### src/rtl/kyber_pattern_sequencer.sv
// Walks the Kyber patt/eta3/endp masks MSB-first, one bit per unstalled cycle,
// and emits the per-step strobes for the CBD sampler / packer datapath.
//
// state  | meaning
// -------+-------------------------------------------------------------
// S_IDLE | waiting for start; masks captured on the accepting edge
// S_RUN  | one mask bit consumed per cycle with stall low
// S_DONE | single-cycle done pulse, then back to idle
module kyber_pattern_sequencer #(
   parameter int W  = 73,
   parameter int CW = 7
) (
   input  logic          clk,
   input  logic          rst_n,
   input  logic          start,
   input  logic          stall,
   input  logic [W-1:0]  patt_i,
   input  logic [W-1:0]  eta3_i,
   input  logic [W-1:0]  endp_i,
   output logic          busy,
   output logic          fire,
   output logic          eta3_fire,
   output logic          last,
   output logic          done,
   output logic          err,
   output logic [CW-1:0] step_idx,
   output logic [CW-1:0] fire_cnt
);

   typedef enum logic [1:0] {
      S_IDLE = 2'd0,
      S_RUN  = 2'd1,
      S_DONE = 2'd2
   } state_t;

   localparam logic [CW-1:0] LAST_IDX = CW'(W - 1);

   state_t        state_q;
   logic [W-1:0]  patt_sr_q;
   logic [W-1:0]  eta3_sr_q;
   logic [W-1:0]  endp_sr_q;
   logic [CW-1:0] step_idx_q;
   logic [CW-1:0] fire_cnt_q;
   logic          err_q;

   logic adv;
   logic at_last_idx;

   assign adv         = (state_q == S_RUN) & ~stall;
   assign at_last_idx = (step_idx_q == LAST_IDX);

   assign busy      = (state_q != S_IDLE);
   assign done      = (state_q == S_DONE);
   assign fire      = adv & patt_sr_q[W-1];
   assign eta3_fire = adv & eta3_sr_q[W-1];
   assign last      = adv & (endp_sr_q[W-1] | at_last_idx);
   assign err       = err_q;
   assign step_idx  = step_idx_q;
   assign fire_cnt  = fire_cnt_q;

   always_ff @(posedge clk or negedge rst_n) begin
      if (!rst_n) begin
         state_q    <= S_IDLE;
         patt_sr_q  <= '0;
         eta3_sr_q  <= '0;
         endp_sr_q  <= '0;
         step_idx_q <= '0;
         fire_cnt_q <= '0;
         err_q      <= 1'b0;
      end else begin
         case (state_q)
            S_IDLE: begin
               if (start) begin
                  patt_sr_q  <= patt_i;
                  eta3_sr_q  <= eta3_i;
                  endp_sr_q  <= endp_i;
                  step_idx_q <= '0;
                  fire_cnt_q <= '0;
                  err_q      <= 1'b0;
                  state_q    <= S_RUN;
               end
            end
            S_RUN: begin
               if (adv) begin
                  patt_sr_q  <= {patt_sr_q[W-2:0], 1'b0};
                  eta3_sr_q  <= {eta3_sr_q[W-2:0], 1'b0};
                  endp_sr_q  <= {endp_sr_q[W-2:0], 1'b0};
                  step_idx_q <= step_idx_q + CW'(1);
                  if (patt_sr_q[W-1]) begin
                     fire_cnt_q <= fire_cnt_q + CW'(1);
                  end
                  // An endp bit on the final index is a clean finish, not an error.
                  if (endp_sr_q[W-1]) begin
                     state_q <= S_DONE;
                  end else if (at_last_idx) begin
                     err_q   <= 1'b1;
                     state_q <= S_DONE;
                  end
               end
            end
            S_DONE: begin
               state_q <= S_IDLE;
            end
            default: begin
               state_q <= S_IDLE;
            end
         endcase
      end
   end

endmodule

### config.mk
export PLATFORM = sky130hd
export DESIGN_NAME = kyber_pattern_sequencer
export DESIGN_NICKNAME = d
export VERILOG_FILES = /design/src/rtl/kyber_pattern_sequencer.sv
export SDC_FILE = /design/constraint.sdc
export NUM_CORES = 1
export LEC_CHECK = 0
export ABC_AREA = 1
export BUFFER_PORTS_ARGS = -buffer_cell sky130_fd_sc_hd__buf_4
export CAP_MARGIN = 10
export CELL_PAD_IN_SITES_DETAIL_PLACEMENT = 1
export CELL_PAD_IN_SITES_GLOBAL_PLACEMENT = 2
export CORE_MARGIN = 2
export CORE_UTILIZATION = 30
export CTS_BUF_LIST = sky130_fd_sc_hd__clkbuf_8
export DETAILED_ROUTE_END_ITERATION = 8
export GPL_TIMING_DRIVEN = 0
export PLACE_DENSITY_LB_ADDON = 0.1
export SLEW_MARGIN = 20
export SYNTH_ARGS = -nofsm -noshare
export SYNTH_HDL_FRONTEND = slang
export SYNTH_SLANG_ARGS = --single-unit
### constraint.sdc
create_clock -name clk -period 4.29 [get_ports clk]
set_input_delay 0.2145 -clock clk [delete_from_list [all_inputs] [get_ports clk]]
set_output_delay 0.2145 -clock clk [all_outputs]
set_load 0.02 [all_outputs]
# Yosys cells after proc, flatten, opt, wreduce, memory -nomap -nowiden
# Cells that the tools add are included.
# word_totals
reg_bits,236
in_bits,223
out_inout_bits,20
# op_classes
n_addsub,2
n_eq_ne,9
mux,25
n_bitwise,6
reduce_logical,7
# ops
cell,n
$mux W73,6
$pmux W73 S2,3
$mux W7,4
$pmux W7 S2,2
$add A7 B1 Y7 const B,2
$ne A2 B2 Y1 const B,5
$mux W2,4
$eq A7 B7 Y1 const B,1
$reduce_and A3 Y1,2
$reduce_and A5 Y1,1
$and A1 B1 Y1,4
$mux W1,4
$pmux W2 S2,1
$reduce_and A4 Y1,1
$reduce_bool A2 Y1,2
$ne A3 B3 Y1 const B,1
$eq A2 B1 Y1 const B,1
$eq A2 B2 Y1 const B,1
$logic_not A2 Y1,1
$pmux W1 S2,1
$not A1 Y1,1
$or A1 B1 Y1,1

# Longest topological paths before layout
# Gate-level depths: netlist of run 1.
# logic_depth
word_depth,5
ltp_mapped,8

# Worst setup path after synthesis of run 1
# No wires, ideal clock.
# synth_timing
path_kind,register to output
from,register step_idx_q[0] (netlist: step_idx[0])
to,output last
arrival_time_ns,1.273
slack_ns,2.802
path_stages_with_launch,7
path_cell_list,dfrtp_1 inv_1 ha_1 nand3_1 nor2_1 nor2_1 nor2_1
# synth_between
elab_chain_cells,3
# synth_rtl
element,line_no,rtl
"start, declared",42,logic [CW-1:0] step_idx_q;
"start signal, assigned",88,step_idx_q <= step_idx_q + CW'(1);
$eq A7 B7 Y1,50,assign at_last_idx = (step_idx_q == LAST_IDX);
$or A1 B1 Y1,56,assign last = adv & (endp_sr_q[W-1] | at_last_idx);
$and A1 B1 Y1,56,
"end, declared",23,"output logic last,"
# No other way between the ends.

# Final worst setup path of run 1
# layout_timing
from,register state_q[1]
to,output fire
# layout_between
elab_chain_cells,3
# layout_rtl
element,line_no,rtl
"start, declared",38,state_t state_q;
"start signal, assigned",63,state_q <= S_IDLE;
"start signal, assigned",80,state_q <= S_RUN;
"start signal, assigned",94,state_q <= S_DONE;
$eq A2 B1 Y1,49,assign adv = (state_q == S_RUN) & ~stall;
$and A1 B1 Y1,49,
$and A1 B1 Y1,54,assign fire = adv & patt_sr_q[W-1];
"end, declared",21,"output logic fire,"
# No other way between the ends.

==> results of run 1 <==
-- area by class of cell --
cell class / instances / area [um^2] / area share
plain buffers: 97 / 519 / 0.0305
well taps: 511 / 639 / 0.0375
flip-flops and latches: 236 / 5910 / 0.347
clock buffers: 60 / 826 / 0.0485
diodes: 6 / 15.0 / 0.000882
clock inverters: 23 / 113 / 0.00661
repair buffers: 465 / 4090 / 0.240
inverters: 242 / 908 / 0.0533
multi-input cells: 753 / 4020 / 0.236
-- per-stage QoR --
| stage | cells | instance area (um^2) |
|---|---|---|
| after floorplan | 1328 | 11300 |
| after global placement | 2081 | 13800 |
| after detailed placement | 2083 | 13900 |
| after CTS | 2387 | 17000 |
| after global routing | 2392 | 17000 |
| final | 2393 | 17000 |
-- power breakdown --
group | internal (mW) | switching (mW)
combinational | 1.86 | 3.34
sequential | 3.33 | 0.304
clock | 1.30 | 1.01
-- tightest hold or removal path: cells and delay by family --
| kind | cells | cell delay [ns] |
|---|---|---|
| buffers and inverters | 1 | 0.09 |
| AND/OR/NAND/NOR | 2 | 0.32 |
-- path summary, 6_finish.rpt --
check	startpoint	end	slack [ns]	depth (start not counted)
max	state_q[1]$_DFFE_PN0P_	fire	2.11	4
min	start	state_q[0]$_DFFE_PN0P_	0.09	3
max reg2reg	state_q[1]$_DFFE_PN0P_	eta3_sr_q[66]$_DFFE_PN0P_	2.31	6
min reg2reg	eta3_sr_q[69]$_DFFE_PN0P_	eta3_sr_q[69]$_DFFE_PN0P_	0.52	2
max in group asynchronous	rst_n	endp_sr_q[37]$_DFFE_PN0P_	3.14	3
min in group asynchronous	rst_n	eta3_sr_q[54]$_DFFE_PN0P_	0.21	2
-- synthesized netlist by cell type --
cell type and n:
nor3_1 2, nand2_4 1, clkbuf_4 2, o21ai_1 14, ha_1 3, nand3_1 13
o211ai_1 216, buf_1 6, nand2_1 258, o21bai_1 2, dfrtp_1 236, or2_2 1
o21ai_0 214, a21oi_1 4, nand4_1 6, nor2_4 1, nor2_1 17, buf_4 23
inv_2 1, nand2_2 1, clkbuf_1 22, buf_2 43, buf_6 1, inv_1 241
-- layout by cell type, fill, tap and decap left out, types with 3 or more instances in the layout --
cell	n
buf_4	264
inv_1	263
nand2_1	258
dfrtp_1	236
dlygate4sd3_1	221
o211ai_1	216
o21ai_0	214
clkbuf_8	60
buf_2	43
clkbuf_1	22
nor2_1	17
o21ai_1	14
nand3_1	13
diode_2	6
buf_1	6
nand4_1	6
a21oi_1	4
ha_1	3
-- metal layers --
layer	part of all wire	GRT usage
met5	0	0
met4	0.021	0.0644
met3	0.048	0.0397
met2	0.48	0.335
met1	0.45	0.263
-- state kept, by name, indices dropped and copies added, names as in the netlist --
register	flops
endp_sr_q	73
eta3_sr_q	73
patt_sr_q	73
fire_cnt	7
step_idx	7
state_q	2
err	1
-- cell families (layout without fill, tap and decap cells) --
kind of cell | count (synthesis) | in the layout | synth area share
compound gates | 450 | 450 | 0.247
buf+inv | 339 | 887 | 0.126
simple gates | 300 | 300 | 0.104
flops | 236 | 236 | 0.520
fa+ha+maj | 3 | 3 | 0.00331
other cells | 0 | 6 | 0
==> flow_metrics.env, run 1 <==
export IMPL_outcome="complete, no violations"
export IMPL_skew_ns=0.0273
export IMPL_layout_drive_gt1_share=0.202
export IMPL_worstMarginPinSlew_ns=0.585
export IMPL_clkTransAtPathRegs_ns=0.06
export IMPL_avgSynthCellArea_um2=8.55
export IMPL_rows=71
export IMPL_path_max_fanout=10
export IMPL_grt_pass1_wl_um=63500
export IMPL_synthTopCellsByArea="dfrtp_1 (52%), o211ai_1 (14%), o21ai_0 (9.4%), nand2_1 (8.5%), inv_1 (8.0%)"
export IMPL_place_gp_congestion=0.756
export IMPL_maxCapViolations=0
export IMPL_drc_errors=0
export IMPL_p_leak_nw=8.21
export IMPL_cts_buffers=47
export IMPL_startpoint_type="register"
export IMPL_period_share=0.508
export IMPL_period_needed_ns=2.18
export IMPL_h_tree_depth=2
export IMPL_slew_headroom=0.610
export IMPL_finalPower_mw=11.1
export IMPL_hold_class="primary input to register"
export IMPL_core_area_um2=37500
export IMPL_dpl_worst_slack_ns=2.25
export IMPL_dieArea_um2=39400
export IMPL_cts_tree="done"
export IMPL_ant_nets=0
export IMPL_rsz0062_at_grt="no"
export IMPL_grt_max_degree=87
export IMPL_path_class="register to primary output"
export IMPL_first_iter_violations=363
export IMPL_synth_cell_types=24
export IMPL_synthesis_instances=1328
export IMPL_synth_area_um2=11300
export IMPL_crit_family="simple AND/OR/NAND/NOR gates"
export IMPL_yosysSeqAreaShare=0.520
export IMPL_cp_required_ns=4.08
export IMPL_whs_ns=0.0864
export IMPL_final_setup_tns_ns=0
export IMPL_cts_root_buffer_cell="clkbuf_8"
export IMPL_postCtsHoldBufs=221
export IMPL_vias_per_cell=4.65
export IMPL_netlist_area_leader_share=0.520
export IMPL_grt_usage=0.201
export IMPL_die_x_um=198
export IMPL_ios=243
export IMPL_worstSkewPairLatency_ns=0.60
export IMPL_area_growth_syn_to_layout_pct=50.1
export IMPL_fp_dieH_um=198
export IMPL_yosys_warnings=0
export IMPL_dr_pass1_iters=4
export IMPL_utilization=0.454
export IMPL_synth_largest_area_cell="dfrtp_1"
export IMPL_critPathMaxStageDelay_ns=0.42
export IMPL_ir_drop_v=0.000308
export IMPL_crit_chain="nor2_4 -> nand2_2 -> nor2_1 -> buf_4"
export IMPL_setup_viol=0
export IMPL_numClockSinks=236
export IMPL_cts_resized=0
export IMPL_fillers=4495
export IMPL_slowest_stage="dfrtp_1"
export IMPL_worstSetupEndpointType="primary output"
export IMPL_fmax_mhz=458
export IMPL_vias=11135
export IMPL_final_nets=2068
export IMPL_totalWireLength_um=38500
export IMPL_grt_ovfl_total=0
export IMPL_hpwl_um=24800
export IMPL_wl_per_cell_um=16.1
export IMPL_synth_seq_cells=236
export IMPL_cts_setup_buffers=0
export IMPL_initial_core_util=0.303
export IMPL_path_buf_inv=1
export IMPL_timing_final_hold_violations=0
export IMPL_finalWorstSetupSlack_ns=2.11
export IMPL_arrival_ns=1.97
export IMPL_grt_pass1_vias=12169
export IMPL_io_buffers=242
export IMPL_p_per_area_nw_per_um2=654
export IMPL_drv_slew=0
export IMPL_syn_nets=1554
export IMPL_antenna_found_initial=5
export IMPL_clock_path_buffers=3
Note: power is estimated with default switching activity, not from simulation.
==> run 2: changes to the inputs <==
- clock period: 4.29 -> 1.95 ns (I/O delays scaled with it)
==> flow_metrics.env, run 2 (synthesized netlist as in run 1, its figures left out) <==
export IMPL_p_leak_nw=8.29
export IMPL_p_per_area_nw_per_um2=1440
export IMPL_cts_root_buffer_cell="clkbuf_8"
export IMPL_grt_usage=0.201
export IMPL_placed_area_um2=13900
export IMPL_vias=11184
export IMPL_design_area_um2=17200
export IMPL_grt_pass1_vias=12157
export IMPL_cts_tree="done"
export IMPL_die_x_um=198
export IMPL_maxCapViolations=0
export IMPL_antenna_found_initial=5
export IMPL_area_growth_syn_to_layout_pct=51.1
export IMPL_slew_headroom=0.611
export IMPL_dieArea_um2=39400
export IMPL_first_iter_violations=386
export IMPL_crit_chain="inv_2 -> nor2_4 -> buf_4 -> buf_2 -> clkbuf_1 -> o211ai_1 -> o21ai_0"
export IMPL_hpwl_um=24800
export IMPL_critPathMaxStageDelay_ns=0.42
export IMPL_hold_class="primary input to async pin"
export IMPL_cp_required_ns=2.45
export IMPL_ir_drop_v=0.000679
export IMPL_initial_core_util=0.303
export IMPL_worstSetupEndpointType="register"
export IMPL_crit_family="buffers and inverters"
export IMPL_period_needed_ns=1.84
export IMPL_fillers=4500
export IMPL_dr_pass1_iters=4
export IMPL_final_nets=2076
export IMPL_core_area_um2=37500
export IMPL_totalWireLength_um=38500
export IMPL_ant_nets=0
export IMPL_grt_pass1_wl_um=63500
export IMPL_startpoint_type="register"
export IMPL_path_max_fanout=10
export IMPL_period_share=0.941
export IMPL_arrival_ns=2.33
export IMPL_ios=243
export IMPL_wl_per_cell_um=16.1
export IMPL_slowest_stage="clkbuf_1"
export IMPL_vias_per_cell=4.66
export IMPL_fp_dieH_um=198
export IMPL_timing_final_hold_violations=0
export IMPL_rsz0062_at_grt="yes"
export IMPL_setup_viol=0
export IMPL_worstMarginPinSlew_ns=0.584
export IMPL_path_buf_inv=4
export IMPL_outcome="complete, no violations"
export IMPL_skew_ns=0.0269
export IMPL_grt_ovfl_total=0
export IMPL_final_common_cell="buf_4"
export IMPL_numClockSinks=236
export IMPL_path_class="register to register"
export IMPL_worstSkewPairLatency_ns=0.60
export IMPL_place_gp_congestion=0.756
export IMPL_clkTransAtPathRegs_ns=0.06
export IMPL_rows=71
export IMPL_largestRegisters="endp_sr_q x73, eta3_sr_q x73, patt_sr_q x73"
export IMPL_layout_drive_gt1_share=0.217
export IMPL_layout_common_cells="buf_4 (270), inv_1 (260), nand2_1 (257), dfrtp_1 (236), dlygate4sd3_1 (222)"
export IMPL_register_area_um2=5910
export IMPL_h_tree_depth=2
export IMPL_grt_max_degree=87
export IMPL_io_buffers=242
export IMPL_multiInputGateArea_um2=4040
export IMPL_dp_cells=2083
export IMPL_drv_slew=0
export IMPL_cts_buffers=47
export IMPL_fin_cells=2400
export IMPL_drc_errors=0
export IMPL_final_setup_tns_ns=0
export IMPL_rrSetupSlack_ns=0.11
export IMPL_clock_path_buffers=3
export IMPL_fmax_mhz=545
==> run 2: layout make-up <==
type / count / area share
Multi-Input combinational cell: 753 / 0.236
Clock buffer: 60 / 0.0481
Sequential cell: 236 / 0.344
Tap cell: 511 / 0.0373
Buffer: 96 / 0.0316
Antenna cell: 5 / 0.000730
Clock inverter: 23 / 0.00657
Inverter: 242 / 0.0530
Timing Repair Buffer: 474 / 0.243
==> run 2: per-layer routing <==
layer,up-vias,global-route usage,routed length [um]
li1,5446,-,-
met1,5463,0.263,17600
met2,217,0.336,18400
met3,58,0.0395,1760
met4,0,0.0622,802
met5,-,0,0
==> run 2: what timing repair did <==
| item | CTS | global route |
|---|---|---|
| hold buffers | 222 | 0 |
| setup buffers | 6 | 2 |
| gates resized for setup | 7 | 29 |
| setup endpoints to repair | 79 | 128 |
| pin swaps | 5 | 3 |
| hold endpoints to repair | 373 | 0 |
==> run 2: final timing paths <==
path,startpoint,cells past startpoint,endpoint
worst min register to register,eta3_sr_q[69]$_DFFE_PN0P_,2,eta3_sr_q[69]$_DFFE_PN0P_
worst max-delay path,state_q[0]$_DFFE_PN0P_,7,patt_sr_q[53]$_DFFE_PN0P_
worst min-delay path,rst_n,2,eta3_sr_q[54]$_DFFE_PN0P_
worst max register to register,state_q[0]$_DFFE_PN0P_,7,patt_sr_q[53]$_DFFE_PN0P_
max in group asynchronous,rst_n,3,endp_sr_q[67]$_DFFE_PN0P_
min in group clk,eta3_i[30],4,eta3_sr_q[30]$_DFFE_PN0P_
==> run 2: stage by stage <==
| stage | setup WS [ns] | utilization | power [mW] | hold WS, ns |
|---|---|---|---|---|
| after floorplan | 0.556 | - | 15.7 | -0.198 |
| after detailed placement | -0.0852 | 0.370 | 19.3 | 0.127 |
| after global placement | -1.51 | 0.368 | 19.0 | 0.307 |
| final | 0.115 | 0.458 | 24.7 | 0.0911 |
| after global routing | -0.0341 | 0.458 | 27.3 | 0.0995 |
| after CTS | 0.000541 | 0.456 | 25.1 | 0.0455 |
==> run 2: power breakdown <==
group / switching [mW] / internal (mW)
Clock: 2.21 / 2.86
Sequential: 0.665 / 7.33
Combinational: 7.40 / 4.26
==> run 3: changes to the inputs <==
- PLACE_DENSITY: unset -> 0.88
- PLACE_DENSITY_LB_ADDON: 0.1 -> unset
==> flow_metrics.env, run 3 (synthesized netlist as in run 1, its figures left out) <==
export IMPL_outcome="complete, no violations"
export IMPL_setup_viol=0
export IMPL_swShare=0.433
export IMPL_final_common_cell="buf_4"
export IMPL_fmax_mhz=537
export IMPL_pwr_share_clk=0.192
export IMPL_worstSkewPairLatency_ns=0.60
export IMPL_grt_ovfl_total=0
export IMPL_cp_required_ns=1.85
export IMPL_finalWorstSetupSlack_ns=0.0870
export IMPL_hpwl_um=24800
export IMPL_antenna_found_initial=4
export IMPL_hold_class="primary input to async pin"
export IMPL_period_share=0.955
export IMPL_period_needed_ns=1.86
export IMPL_place_gp_congestion=0.773
export IMPL_skew_ns=0.0209
export IMPL_vias_per_cell=4.83
export IMPL_area_growth_syn_to_layout_pct=50.6
export IMPL_layout_drive_gt1_share=0.224
export IMPL_grt_pass1_wl_um=68000
export IMPL_combinationalPowerShare=0.485
export IMPL_whs_ns=0.0329
export IMPL_startpoint_type="register"
export IMPL_path_class="register to primary output"
export IMPL_first_iter_violations=407
export IMPL_rsz0062_at_grt="yes"
export IMPL_h_tree_depth=2
export IMPL_p_per_area_nw_per_um2=1470
export IMPL_intPower_mw=14.2
export IMPL_slew_headroom=0.652
export IMPL_maxCapViolations=0
export IMPL_vias=11570
export IMPL_path_max_fanout=3
export IMPL_totalWireLength_um=42200
export IMPL_drc_errors=0
export IMPL_final_nets=2075
export IMPL_timing_final_hold_violations=0
export IMPL_p_switching_mw=10.8
export IMPL_die_x_um=198
export IMPL_wl_per_cell_um=17.6
export IMPL_worstSetupEndpointType="primary output"
export IMPL_finalPower_mw=25.0
export IMPL_ios=243
export IMPL_clkTransAtPathRegs_ns=0.06
export IMPL_grt_usage=0.216
export IMPL_ant_nets=0
export IMPL_grt_pass1_vias=12989
export IMPL_largestRegisters="endp_sr_q x73, eta3_sr_q x73, patt_sr_q x73"
export IMPL_cts_root_buffer_cell="clkbuf_8"
export IMPL_ir_drop_v=0.000785
export IMPL_grt_max_degree=90
export IMPL_clock_path_buffers=3
export IMPL_dr_pass1_iters=5
export IMPL_fin_cells=2395
export IMPL_initial_core_util=0.303
export IMPL_core_area_um2=37500
export IMPL_dpl_worst_slack_ns=-0.0414
export IMPL_seqPwrFrac=0.323
export IMPL_p_leak_nw=8.25
export IMPL_rows=71
export IMPL_drv_slew=0
export IMPL_fillers=4430
export IMPL_layout_common_cells="buf_4 (271), nand2_1 (257), inv_1 (250), dfrtp_1 (236), dlygate4sd3_1 (222)"
export IMPL_dieArea_um2=39400
export IMPL_cts_tree="done"
export IMPL_dp_cells=2083
export IMPL_worstMarginPinSlew_ns=0.522
export IMPL_arrival_ns=1.77
export IMPL_cts_buffers=46
export IMPL_io_buffers=242
export IMPL_numClockSinks=236
export IMPL_fp_dieH_um=198
## run 3: cell count changes in the layout (fill, tap and decap cells not counted), sizes merged
| cell | change |
|---|---|
| inv | -11 |
| clkinv | +8 |
| buf | -5 |
| diode | +2 |
| bufinv | -1 |
| clkbuf | +1 |
| clkinvlp | +1 |
## run 3: area by class of cell
| class | count | area [um^2] | area share |
|---|---|---|---|
| sequential | 236 | 5910 | 0.345 |
| timing repair buffer | 474 | 4170 | 0.244 |
| multi-input combinational | 753 | 4050 | 0.237 |
| inverter | 242 | 908 | 0.0531 |
| clock buffer | 56 | 771 | 0.0451 |
| tap | 511 | 639 | 0.0374 |
| buffer | 96 | 554 | 0.0324 |
| clock inverter | 20 | 88.8 | 0.00520 |
| antenna | 7 | 17.5 | 0.00102 |
## run 3: final timing paths
kind	from	to	slack [ns]	cells past startpoint
max	step_idx[0]$_DFFE_PN0P_	last	0.09	7
min reg2reg	eta3_sr_q[68]$_DFFE_PN0P_	eta3_sr_q[68]$_DFFE_PN0P_	0.52	2
min	rst_n	eta3_sr_q[52]$_DFFE_PN0P_	0.03	2
max in group asynchronous	rst_n	endp_sr_q[21]$_DFFE_PN0P_	1.01	3
min in group clk	patt_i[0]	patt_sr_q[0]$_DFFE_PN0P_	0.28	4
max reg2reg	state_q[0]$_DFFE_PN0P_	endp_sr_q[40]$_DFFE_PN0P_	0.10	8
## run 3: power groups by stage
stage | sequential [mW] | clock, mW | combinational (mW)
floorplan | 7.97 | 0 | 7.73
global placement | 8.02 | 0 | 10.8
detailed placement | 8.11 | 0 | 11.1
CTS | 8.03 | 4.97 | 11.7
global route | 8.31 | 5.19 | 13.8
finish | 8.08 | 4.81 | 12.2
## run 3: critical path: stages (launching register included)
cell,delay (ns)
dfrtp_1,0.38
inv_2,0.07
ha_1,0.15
nand3_1,0.14
nor2_4,0.17
nor2_4,0.06
nor2_4,0.09
buf_6,0.12
## run 3: stage by stage
step / setup TNS [ns] / util / instance area [um^2]
final: 0 / 0.456 / 17100
after global routing: -0.0845 / 0.456 / 17100
after CTS: 0 / 0.453 / 17000
after detailed placement: -0.165 / 0.370 / 13900
after global placement: -313.10 / 0.368 / 13800
after floorplan: 0 / - / 11300
## run 3: routing by layer
layer,GRT usage,part of all wire,up-vias
met2,0.368,0.49,286
met5,0,0,-
met1,0.267,0.43,5739
li1,-,-,5445
met3,0.0444,0.046,100
met4,0.0923,0.032,0
## run 3: timing repair
action	in CTS	in global routing
setup buffers	6	2
resized for setup	5	47
endpoints found under the hold margin	464	0
pin swaps	3	2
hold buffers	222	0
endpoints found under the setup margin	42	208
